--- src/rtl/isa_video_busif_if.sv ---
// ISA pin, register-strobe and VRAM-handshake bundle for isa_video_busif.
// slave is the bus interface block itself; master is the host/core side.
interface isa_video_busif_if #(
  parameter int IO_SPAN_LOG2 = 4,
  parameter int FB_SIZE_LOG2 = 15
);
  logic [19:0]             bus_a;
  logic                    bus_ior_l;
  logic                    bus_iow_l;
  logic                    bus_memr_l;
  logic                    bus_memw_l;
  logic                    bus_aen;
  logic [7:0]              bus_d;
  logic [7:0]              bus_out;
  logic                    bus_dir;
  logic                    bus_rdy;
  logic [IO_SPAN_LOG2-1:0] io_reg;
  logic                    io_wr_stb;
  logic                    io_rd_stb;
  logic [7:0]              io_wdata;
  logic [7:0]              io_rdata;
  logic                    mem_req;
  logic                    mem_we;
  logic [FB_SIZE_LOG2-1:0] mem_addr;
  logic [7:0]              mem_wdata;
  logic [7:0]              mem_rdata;
  logic                    mem_ack;
  logic                    timeout_flag;

  modport slave (
    input  bus_a, bus_ior_l, bus_iow_l, bus_memr_l, bus_memw_l, bus_aen, bus_d,
    input  io_rdata, mem_rdata, mem_ack,
    output bus_out, bus_dir, bus_rdy, io_reg, io_wr_stb, io_rd_stb, io_wdata,
    output mem_req, mem_we, mem_addr, mem_wdata, timeout_flag
  );

  modport master (
    output bus_a, bus_ior_l, bus_iow_l, bus_memr_l, bus_memw_l, bus_aen, bus_d,
    output io_rdata, mem_rdata, mem_ack,
    input  bus_out, bus_dir, bus_rdy, io_reg, io_wr_stb, io_rd_stb, io_wdata,
    input  mem_req, mem_we, mem_addr, mem_wdata, timeout_flag
  );
endinterface

--- src/rtl/isa_video_busif.sv ---
// ISA front end for video cards: IO window register strobes and framebuffer VRAM handshake.
// Define BUS_WAIT_STATE_EN to drive IOCHRDY wait states; otherwise bus_rdy is tied high.
module isa_video_busif #(
  parameter logic [19:0] IO_BASE_ADDR = 20'h3D0,
  parameter int          IO_SPAN_LOG2 = 4,
  parameter logic [19:0] FB_ADDR      = 20'hB8000,
  parameter int          FB_SIZE_LOG2 = 15,
  parameter int          MIN_WAIT     = 3,
  parameter int          ACK_TIMEOUT  = 255
) (
  input logic             clk,
  input logic             reset_l,
  isa_video_busif_if.slave bus
);

`ifdef BUS_WAIT_STATE_EN
  localparam bit WAIT_STATES = 1'b1;
`else
  localparam bit WAIT_STATES = 1'b0;
`endif

  // Without wait states the minimum-wait count collapses to zero.
  localparam logic [3:0] WAIT_LOAD = 4'(MIN_WAIT) & {4{WAIT_STATES}};
  localparam logic [7:0] WDOG_LOAD = 8'(ACK_TIMEOUT);

  localparam int STB_IOR  = 0;
  localparam int STB_IOW  = 1;
  localparam int STB_MEMR = 2;
  localparam int STB_MEMW = 3;

  typedef enum logic [1:0] {ST_IDLE, ST_REQ, ST_HOLD, ST_DONE} state_t;

  logic [3:0] stb_raw;
  logic [3:0] stb_sync;
  logic [3:0] stb_fall;

  assign stb_raw = {bus.bus_memw_l, bus.bus_memr_l, bus.bus_iow_l, bus.bus_ior_l};

  genvar gi;
  generate
    for (gi = 0; gi < 4; gi++) begin : g_sync
      logic s1_reg;
      logic s2_reg;
      logic s3_reg;

      always_ff @(posedge clk or negedge reset_l) begin
        if (!reset_l) begin
          s1_reg <= 1'b1;
          s2_reg <= 1'b1;
          s3_reg <= 1'b1;
        end else begin
          s1_reg <= stb_raw[gi];
          s2_reg <= s1_reg;
          s3_reg <= s2_reg;
        end
      end

      assign stb_sync[gi] = s2_reg;
      assign stb_fall[gi] = s3_reg & ~s2_reg;
    end
  endgenerate

  logic io_cs;
  logic fb_cs;

  assign io_cs = (bus.bus_a[19:IO_SPAN_LOG2] == IO_BASE_ADDR[19:IO_SPAN_LOG2]) & ~bus.bus_aen;
  assign fb_cs = (bus.bus_a[19:FB_SIZE_LOG2] == FB_ADDR[19:FB_SIZE_LOG2]);

  // IO register strobes; a write edge masks a coincident read edge.
  logic                    io_wr_hit;
  logic                    io_rd_hit;
  logic                    io_wr_stb_reg;
  logic                    io_rd_stb_reg;
  logic [IO_SPAN_LOG2-1:0] io_offset_reg;
  logic [7:0]              io_wdata_reg;

  assign io_wr_hit = stb_fall[STB_IOW] & io_cs;
  assign io_rd_hit = stb_fall[STB_IOR] & io_cs & ~io_wr_hit;

  always_ff @(posedge clk or negedge reset_l) begin
    if (!reset_l) begin
      io_wr_stb_reg <= 1'b0;
      io_rd_stb_reg <= 1'b0;
      io_offset_reg <= '0;
      io_wdata_reg  <= 8'h00;
    end else begin
      io_wr_stb_reg <= io_wr_hit;
      io_rd_stb_reg <= io_rd_hit;
      if (io_wr_hit | io_rd_hit)
        io_offset_reg <= bus.bus_a[IO_SPAN_LOG2-1:0];
      if (io_wr_hit)
        io_wdata_reg <= bus.bus_d;
    end
  end

  assign bus.io_wr_stb = io_wr_stb_reg;
  assign bus.io_rd_stb = io_rd_stb_reg;
  assign bus.io_reg    = io_offset_reg;
  assign bus.io_wdata  = io_wdata_reg;

  // Framebuffer access FSM and its datapath.
  state_t                  state_reg, state_next;
  logic                    mem_req_reg, mem_req_next;
  logic                    mem_we_reg, mem_we_next;
  logic [FB_SIZE_LOG2-1:0] mem_addr_reg, mem_addr_next;
  logic [7:0]              mem_wdata_reg, mem_wdata_next;
  logic [7:0]              rd_data_reg, rd_data_next;
  logic                    timeout_reg, timeout_next;
  logic [3:0]              wait_reg, wait_next;
  logic [7:0]              wdog_reg, wdog_next;
  logic                    mem_start;
  logic                    ack_expired;

  assign mem_start   = (stb_fall[STB_MEMR] | stb_fall[STB_MEMW]) & fb_cs;
  assign ack_expired = (wdog_reg <= 8'd1);

  always_ff @(posedge clk or negedge reset_l) begin
    if (!reset_l) begin
      state_reg     <= ST_IDLE;
      mem_req_reg   <= 1'b0;
      mem_we_reg    <= 1'b0;
      mem_addr_reg  <= '0;
      mem_wdata_reg <= 8'h00;
      rd_data_reg   <= 8'h00;
      timeout_reg   <= 1'b0;
      wait_reg      <= 4'd0;
      wdog_reg      <= 8'd0;
    end else begin
      state_reg     <= state_next;
      mem_req_reg   <= mem_req_next;
      mem_we_reg    <= mem_we_next;
      mem_addr_reg  <= mem_addr_next;
      mem_wdata_reg <= mem_wdata_next;
      rd_data_reg   <= rd_data_next;
      timeout_reg   <= timeout_next;
      wait_reg      <= wait_next;
      wdog_reg      <= wdog_next;
    end
  end

  always_comb begin
    state_next = state_reg;
    case (state_reg)
      ST_IDLE: if (mem_start) state_next = ST_REQ;
      ST_REQ:  if (bus.mem_ack || ack_expired) state_next = ST_HOLD;
      ST_HOLD: if (wait_reg == 4'd0) state_next = ST_DONE;
      // An aborted CPU cycle has already released both strobes, so this exits at once.
      ST_DONE: if (stb_sync[STB_MEMR] && stb_sync[STB_MEMW]) state_next = ST_IDLE;
      default: state_next = ST_IDLE;
    endcase
  end

  always_comb begin
    mem_req_next   = mem_req_reg;
    mem_we_next    = mem_we_reg;
    mem_addr_next  = mem_addr_reg;
    mem_wdata_next = mem_wdata_reg;
    rd_data_next   = rd_data_reg;
    timeout_next   = timeout_reg;
    wait_next      = wait_reg;
    wdog_next      = wdog_reg;
    case (state_reg)
      ST_IDLE: begin
        if (mem_start) begin
          mem_req_next   = 1'b1;
          mem_we_next    = stb_fall[STB_MEMW];
          mem_addr_next  = bus.bus_a[FB_SIZE_LOG2-1:0];
          mem_wdata_next = bus.bus_d;
          wait_next      = WAIT_LOAD;
          wdog_next      = WDOG_LOAD;
        end
      end
      ST_REQ: begin
        if (wait_reg != 4'd0)
          wait_next = wait_reg - 4'd1;
        if (bus.mem_ack) begin
          mem_req_next = 1'b0;
          if (!mem_we_reg)
            rd_data_next = bus.mem_rdata;
        end else if (ack_expired) begin
          mem_req_next = 1'b0;
          timeout_next = 1'b1;
          rd_data_next = 8'hFF;
          wdog_next    = 8'd0;
        end else begin
          wdog_next = wdog_reg - 8'd1;
        end
      end
      ST_HOLD: begin
        if (wait_reg != 4'd0)
          wait_next = wait_reg - 4'd1;
      end
      default: ;
    endcase
  end

  assign bus.mem_req      = mem_req_reg;
  assign bus.mem_we       = mem_we_reg;
  assign bus.mem_addr     = mem_addr_reg;
  assign bus.mem_wdata    = mem_wdata_reg;
  assign bus.timeout_flag = timeout_reg;

  // Data bus steering is combinational on the raw strobes and forced idle in reset.
  logic io_read;
  logic fb_read;

  assign io_read     = io_cs & ~bus.bus_ior_l;
  assign fb_read     = fb_cs & ~bus.bus_memr_l;
  assign bus.bus_dir = reset_l & (io_read | fb_read);

  always_comb begin
    bus.bus_out = 8'h00;
    if (reset_l) begin
      if (io_read)
        bus.bus_out = bus.io_rdata;
      else if (fb_read)
        bus.bus_out = rd_data_reg;
    end
  end

`ifdef BUS_WAIT_STATE_EN
  assign bus.bus_rdy = ~reset_l |
                       ~(fb_cs & (~bus.bus_memr_l | ~bus.bus_memw_l) & (state_reg != ST_DONE));
`else
  assign bus.bus_rdy = 1'b1;
`endif

endmodule

--- src/flat_wrapper.sv ---
// flat-port wrapper written by rule: the top's interface ports become plain ports
module isa_video_busif_flat 
#(
  parameter logic [19:0] IO_BASE_ADDR = 20'h3D0,
  parameter int          IO_SPAN_LOG2 = 4,
  parameter logic [19:0] FB_ADDR      = 20'hB8000,
  parameter int          FB_SIZE_LOG2 = 15,
  parameter int          MIN_WAIT     = 3,
  parameter int          ACK_TIMEOUT  = 255
)
  (clk, reset_l, bus_bus_a, bus_bus_ior_l, bus_bus_iow_l, bus_bus_memr_l, bus_bus_memw_l, bus_bus_aen, bus_bus_d, bus_io_rdata, bus_mem_rdata, bus_mem_ack, bus_bus_out, bus_bus_dir, bus_bus_rdy, bus_io_reg, bus_io_wr_stb, bus_io_rd_stb, bus_io_wdata, bus_mem_req, bus_mem_we, bus_mem_addr, bus_mem_wdata, bus_timeout_flag);
  isa_video_busif_if #(.IO_SPAN_LOG2(IO_SPAN_LOG2), .FB_SIZE_LOG2(FB_SIZE_LOG2)) bus_i ();
  input logic clk;
  input logic reset_l;
  input wire logic [$bits(bus_i.bus_a)-1:0] bus_bus_a;
  input wire logic [$bits(bus_i.bus_ior_l)-1:0] bus_bus_ior_l;
  input wire logic [$bits(bus_i.bus_iow_l)-1:0] bus_bus_iow_l;
  input wire logic [$bits(bus_i.bus_memr_l)-1:0] bus_bus_memr_l;
  input wire logic [$bits(bus_i.bus_memw_l)-1:0] bus_bus_memw_l;
  input wire logic [$bits(bus_i.bus_aen)-1:0] bus_bus_aen;
  input wire logic [$bits(bus_i.bus_d)-1:0] bus_bus_d;
  input wire logic [$bits(bus_i.io_rdata)-1:0] bus_io_rdata;
  input wire logic [$bits(bus_i.mem_rdata)-1:0] bus_mem_rdata;
  input wire logic [$bits(bus_i.mem_ack)-1:0] bus_mem_ack;
  output wire logic [$bits(bus_i.bus_out)-1:0] bus_bus_out;
  output wire logic [$bits(bus_i.bus_dir)-1:0] bus_bus_dir;
  output wire logic [$bits(bus_i.bus_rdy)-1:0] bus_bus_rdy;
  output wire logic [$bits(bus_i.io_reg)-1:0] bus_io_reg;
  output wire logic [$bits(bus_i.io_wr_stb)-1:0] bus_io_wr_stb;
  output wire logic [$bits(bus_i.io_rd_stb)-1:0] bus_io_rd_stb;
  output wire logic [$bits(bus_i.io_wdata)-1:0] bus_io_wdata;
  output wire logic [$bits(bus_i.mem_req)-1:0] bus_mem_req;
  output wire logic [$bits(bus_i.mem_we)-1:0] bus_mem_we;
  output wire logic [$bits(bus_i.mem_addr)-1:0] bus_mem_addr;
  output wire logic [$bits(bus_i.mem_wdata)-1:0] bus_mem_wdata;
  output wire logic [$bits(bus_i.timeout_flag)-1:0] bus_timeout_flag;
  assign bus_i.bus_a = bus_bus_a;
  assign bus_i.bus_ior_l = bus_bus_ior_l;
  assign bus_i.bus_iow_l = bus_bus_iow_l;
  assign bus_i.bus_memr_l = bus_bus_memr_l;
  assign bus_i.bus_memw_l = bus_bus_memw_l;
  assign bus_i.bus_aen = bus_bus_aen;
  assign bus_i.bus_d = bus_bus_d;
  assign bus_i.io_rdata = bus_io_rdata;
  assign bus_i.mem_rdata = bus_mem_rdata;
  assign bus_i.mem_ack = bus_mem_ack;
  assign bus_bus_out = bus_i.bus_out;
  assign bus_bus_dir = bus_i.bus_dir;
  assign bus_bus_rdy = bus_i.bus_rdy;
  assign bus_io_reg = bus_i.io_reg;
  assign bus_io_wr_stb = bus_i.io_wr_stb;
  assign bus_io_rd_stb = bus_i.io_rd_stb;
  assign bus_io_wdata = bus_i.io_wdata;
  assign bus_mem_req = bus_i.mem_req;
  assign bus_mem_we = bus_i.mem_we;
  assign bus_mem_addr = bus_i.mem_addr;
  assign bus_mem_wdata = bus_i.mem_wdata;
  assign bus_timeout_flag = bus_i.timeout_flag;
  isa_video_busif #(.IO_BASE_ADDR(IO_BASE_ADDR), .IO_SPAN_LOG2(IO_SPAN_LOG2), .FB_ADDR(FB_ADDR), .FB_SIZE_LOG2(FB_SIZE_LOG2), .MIN_WAIT(MIN_WAIT), .ACK_TIMEOUT(ACK_TIMEOUT)) u_core (.clk(clk), .reset_l(reset_l), .bus(bus_i));
endmodule
--- config.mk ---
export PLATFORM = sky130hd
export DESIGN_NAME = isa_video_busif_flat
export DESIGN_NICKNAME = d
export VERILOG_FILES = /design/src/rtl/isa_video_busif_if.sv /design/src/rtl/isa_video_busif.sv /design/src/flat_wrapper.sv
export SDC_FILE = /design/constraint.sdc
export NUM_CORES = 1
export LEC_CHECK = 0
export ABC_AREA = 1
export CAP_MARGIN = 20
export CORE_AREA = 4 4 92 94
export CTS_CLUSTER_DIAMETER = 40
export DETAILED_ROUTE_END_ITERATION = 12
export DIE_AREA = 0 0 96 98
export PLACE_DENSITY = 0.89
export SLEW_MARGIN = 20
export SYNTH_ARGS = -nofsm -noshare
export SYNTH_HDL_FRONTEND = slang
export SYNTH_SLANG_ARGS = --single-unit
--- constraint.sdc ---
create_clock -name clk -period 1.6 [get_ports clk]
set_input_delay 0.16 -clock clk [delete_from_list [all_inputs] [get_ports clk]]
set_output_delay 0.16 -clock clk [all_outputs]
set_load 0.03 [all_outputs]
Word level (Yosys, flattened, before mapping):

Index checks and enable logic that the tools add are counted.
W data, S select, Z words.

* add/sub/neg operators: 2
* divide/modulo/power cells: 0
* shift-type cells: 0
* $lt $le $gt $ge: 1
* equality and inequality tests: 13
* multipliers: 0
* bitwise logic cells: 24
* muxes and demuxes: 22
* reduce and logical (&&, ||, !) cells: 16

Operators by type and width (count)
* $mux W8: 9
* $eq A16 B6 Y1 const B: 1
* $pmux W8 S2: 1
* $reduce_and A3 Y1: 5
* $and A1 B1 Y1: 12
* $ne A2 B1 Y1 const B: 5
* $not A1 Y1: 9
* $le A8 B1 Y1 const B: 1
* $mux W2: 4
* $mux W4: 2
* $pmux W2 S4: 1
* $pmux W4 S2: 1
* $sub A8 B1 Y8 const B: 1
* $reduce_bool A2 Y1: 3
* $eq A5 B5 Y1 const B: 1
* $eq A2 B2 Y1 const B: 2
* $logic_not A4 Y1: 1
* $ne A2 B2 Y1 const B: 2
* $reduce_and A4 Y1: 1
* $reduce_bool A4 Y1: 1
* $sub A4 B1 Y4 const B: 1
* $mux W1: 3
* $ne A3 B2 Y1 const B: 1
* $or A1 B1 Y1: 3
* other kinds (7): 7

* ROM bits: 0
* input port bits: 52
* memories: 0
* register bits: 74
* bits in latches: 0
* RAM bits: 0
* output and inout bits: 50
* logic and storage cells: 103

Logic depth before layout (Yosys ltp):

* word-level depth: 6
* gate-level depth with buffers: 9
* mapped depth without buffers: 9

Least setup slack after synthesis:

No wires, ideal clock.

* kind: register to register
* start: register u_core.wdog_reg[0]
* end: register u_core.state_reg[0]
* arrival time: 1.339 ns
* path slack: 0.185 ns
* cell stages (with the launch flop): 10
* library setup time: 0.076 ns
* clock period less this slack: 1.415 ns
* cell sequence: dfrtp_1 inv_1 ha_1 nor2_1 nor2_1 nand3_1 nand2_1 nand3_2 nand2_1 o21ai_1

* longest elaborated chain between the ends: 4

RTL lines
* from (decl): line isa_video_busif.sv:110 `logic [7:0] wdog_reg, wdog_next;`
* from (signal assigned): line isa_video_busif.sv:137 `wdog_reg <= wdog_next;`
* $le A8 B1 Y1: line isa_video_busif.sv:115 `assign ack_expired = (wdog_reg <= 8'd1);`
* $logic_or A1 B1 Y1: line isa_video_busif.sv:145 `ST_REQ: if (bus.mem_ack || ack_expired) state_next = ST_HOLD;`
* $ne A2 B1 Y1 (no line)
* $reduce_and A4 Y1 (no line)
* to (signal assigned): line isa_video_busif.sv:129 `state_reg <= state_next;`
* to (decl): line isa_video_busif.sv:102 `state_t state_reg, state_next;`

Every way passes these cells.
A chain may end at the register's enable or synchronous reset.

Final worst setup path:

* start: input port bus_bus_a[18]
* end: output port bus_bus_out[5]

* longest elaborated chain between the ends: 5
* elaborated cells between the ends (all ways): 8
* classes of those cells: eq/ne: 2; mux: 3; bitwise: 3

RTL lines
* from (decl): line flat_wrapper.sv:15 `input wire logic [$bits(bus_i.bus_a)-1:0] bus_bus_a;`
* $eq A16 B6 Y1 / $eq A5 B5 Y1 (equally long branches): line isa_video_busif.sv:66, isa_video_busif.sv:67
* $and A1 B1 Y1 (on tied branches): line isa_video_busif.sv:66, isa_video_busif.sv:208
* $and A1 B1 Y1 / $mux W8 (equally long branches): line isa_video_busif.sv:207, isa_video_busif.sv:216
* $mux W8 (*): line isa_video_busif.sv:214 `if (io_read)`
* $mux W8 (*): line isa_video_busif.sv:213 `if (reset_l) begin`
* to (decl): line flat_wrapper.sv:25 `output wire logic [$bits(bus_i.bus_out)-1:0] bus_bus_out;`

Mark *: on every way between the ends. The rest lies on a longest branch, timed or not.

==> results.yml <==
timing:
  rsz0062_at_grt: "true"
  fin_crit_sh: 0.990
  fmax_ghz: 0.631
  slew_violations: 0
  final.setup.tns_ps: 0
  clock_skew_ps: 13.0
  finalHoldViolations: 0
  max_slew_margin: 0.378
  period_needed_ps: 1580
  finalSetupViolCount: 0
  tightest_slew_ps: 932
synthesis:
  yosysSeqAreaShare: 0.515
  synth_cells: 441
  yosys_warnings: 0
  ys_dominant_reg_cell: "dfrtp_1"
  syn_area_um2: 3630
  synth-edff-count: 0
  synth_fa_ha_area_frac: 0.0242
  synth_xor_area_frac: 0.00966
  synth.avg_cell_area_um2: 8.22
  synthMuxAreaShare: 0
  synth_simple_gate_area_share: 0.327
  synth-async-reset-ratio: 1.00
  ys_types: 36
  synth-compound-area-share: 0.0587
  ys_ff_latch: 74
  synth_top_family_by_area: "simple AND/OR/NAND/NOR gates"
  syn_nets: 500
clocking:
  cts.sinks: 74
  clock_path_buffers: 2
  clk_latency_ps: 350
  ctsHoldBuffers: 0
  cts_inserted_buffers: 9
  cts_root_buf: "clkbuf_8"
  clk_pin_slew_worst_paths_ps: 70
  cts_tree: "built"
  cts-htree-levels: 3
finish:
  drive_above_1_share: 0.226
  postLayoutCoreUtil: 0.684
  largest_register_ffs: 15
  antenna_cells: 0
  nNetsFinal: 625
  fillerInstances: 555
  syn_to_final_growth_pct: 44.3
route:
  drt_iter0_drc: 175
  drt-total-wl_um: 10400
  drtAntennaViolNets: 0
  remaining_drc_errors: 0
  vias: 3515
  drt-pass1-iter-count: 5
  post_drt_via_cell_ratio: 5.22
  routed_wire_length_per_instance_um: 15.5
placement:
  place.gp.congestion: 0.873
  dp_hpwl_um: 7060
  port_buffers: 100
worst_setup_path:
  rrSetupSlack_ps: 70
  crit_path_end: "bus_bus_out[5]"
  required_ps: 1440
  worstSetupPathType: "input pin to output pin"
  critPathLaunchType: "input pin"
  crit_path_start: "bus_bus_a[18]"
  cp_max_fo: 5
  cp.arrival_ps: 1420
  worstReg2RegStart: "u_core.wdog_reg[1]"
  r2r-end: "u_core.state_reg[1]"
  r2r_cells: 9
  cp-end-kind: "output pin"
die:
  dieWidth_um: 96
  core-area_um2: 7650
  die_y_um: 98
  ioPinCount: 102
  fp-row-count: 32
  initial_core_util: 0.474
  die_area_um2: 9410
status:
  status: "finished, final reports clean"
global_routing:
  first_global_vias: 3336
  grt_pass1_wl_um: 15500
  grt-ovfl-total: 0
  antenna_found_initial: 1
  grt_use_total: 0.209
  grt_max_degree: 75
pwr:
  leakage_nw: 2.74
  ir_drop_mv: 0.850
  powerDensity_nw_per_um2: 1370
  power.total_mw: 7.14
run:
  cap_violations: 0
min_path:
  hold_class: "input pin to flop"
==> through the flow <==
step / instance area (µm²) / setup WS, ps / cells / hold slack [ps]
floorplan: 3630 / 185 / 441 / -136
global placement: 4790 / -169 / 648 / 346
detailed placement: 4790 / -216 / 648 / 347
CTS: 5080 / 5.90 / 667 / 104
global route: 5230 / -57.7 / 673 / 18.4
finish: 5230 / 15.7 / 673 / 35.0
==> cell usage after synthesis, types with 5 or more instances <==
library cell  count  area share
clkinv_1          5      0.0052
dfrtp_1          62        0.43
dfstp_2          12       0.087
ha_1              7       0.024
inv_1            36       0.037
nand2_1         169        0.17
nand2_2           5      0.0086
nand3_1          26       0.036
nand4_1           8       0.014
nor2_1           42       0.043
o21ai_0          16       0.022
o21ai_1           9       0.012
==> cell usage in the layout, fill, tap and decap left out, types with 7 or more instances in the layout <==
master           synthesis  routed
o21ai_1                  9       9
dlygate4sd2_1            0      11
nand3_1                 26      20
buf_4                    1      23
nand2_2                  5      15
nand4_1                  8       8
clkbuf_8                 0       9
nand2_1                169     159
nand3_2                  2       8
inv_2                    3       7
dlymetal6s2s_1           0       8
inv_1                   36      31
dfstp_2                 12      12
o21ai_0                 16      16
dfrtp_1                 62      62
nor2_4                   4       8
nor2_1                  42      35
clkdlybuf4s50_1          0      63
==> per-layer routing <==
metal / track usage / vias to the layer above / share of wire
li1: - / 1632 / -
met1: 0.249 / 1680 / 0.37
met2: 0.369 / 167 / 0.51
met3: 0.0424 / 34 / 0.087
met4: 0.0722 / 2 / 0.030
met5: 0 / - / 0.0012
==> worst min-delay path by stage <==
stage / start / end / slack [ps] / depth (start not counted)
3_5_place_dp: u_core.g_sync[3].s1_reg / u_core.g_sync[3].s2_reg / 350 / 0
3_3_place_gp: u_core.g_sync[0].s1_reg / u_core.g_sync[0].s2_reg / 350 / 0
4_1_cts: bus_bus_ior_l / u_core.g_sync[0].s1_reg / 100 / 1
2_1_floorplan: reset_l / u_core.bus.io_rd_stb / -140 / 0
6_report: bus_bus_memr_l / u_core.g_sync[2].s1_reg / 40 / 1
5_1_grt: bus_bus_memr_l / u_core.g_sync[2].s1_reg / 20 / 1
==> logic make-up (layout without fill, tap and decap cells) <==
logic type               count (synthesis)  in the layout
AO/OA/AOI/OAI                           36             37
XOR/XNOR                                 4              4
adder cells (fa/ha/maj)                  7              7
buffers and inverters                   54            182
flip-flops                              74             74
other                                    1              1
AND/OR/NAND/NOR                        265            266
==> power by group <==
group | leakage, nW | switching (mW) | internal [mW] | total (mW)
Sequential | 0.926 | 0.349 | 2.34 | 2.69
Clock | 0.111 | 0.722 | 0.885 | 1.61
Combinational | 1.70 | 1.69 | 1.16 | 2.85
==> timing repair <==
action                                 CTS  global route
endpoints found under the hold margin    0             0
pin swaps                               18            21
setup buffers                            2             3
setup endpoints to repair               13            31
gates cloned                             1             3
resized for setup                       46            45
==> worst max-delay path, stage by stage <==
cell and delay (ps):
dlygate4sd2_1 240, inv_2 80, nand2_2 60, nor2_4 190
clkbuf_16 170, nand3_1 70, nand2_1 80, nand2_1 70
nor2_1 110, buf_4 180
==> final cells by class <==
class                           instances  area (µm²)  share of cell area
Sequential cell                        74        1870               0.357
Multi-Input combinational cell        315        1690               0.322
Timing Repair Buffer                  120        1150               0.220
Inverter                               45         180              0.0344
Clock buffer                           10         128              0.0244
Tap cell                              102         128              0.0244
Clock inverter                          6        87.6              0.0167
Timing Repair inverter                  1        5.00            0.000956
Note: power is estimated with default switching activity, not from simulation.
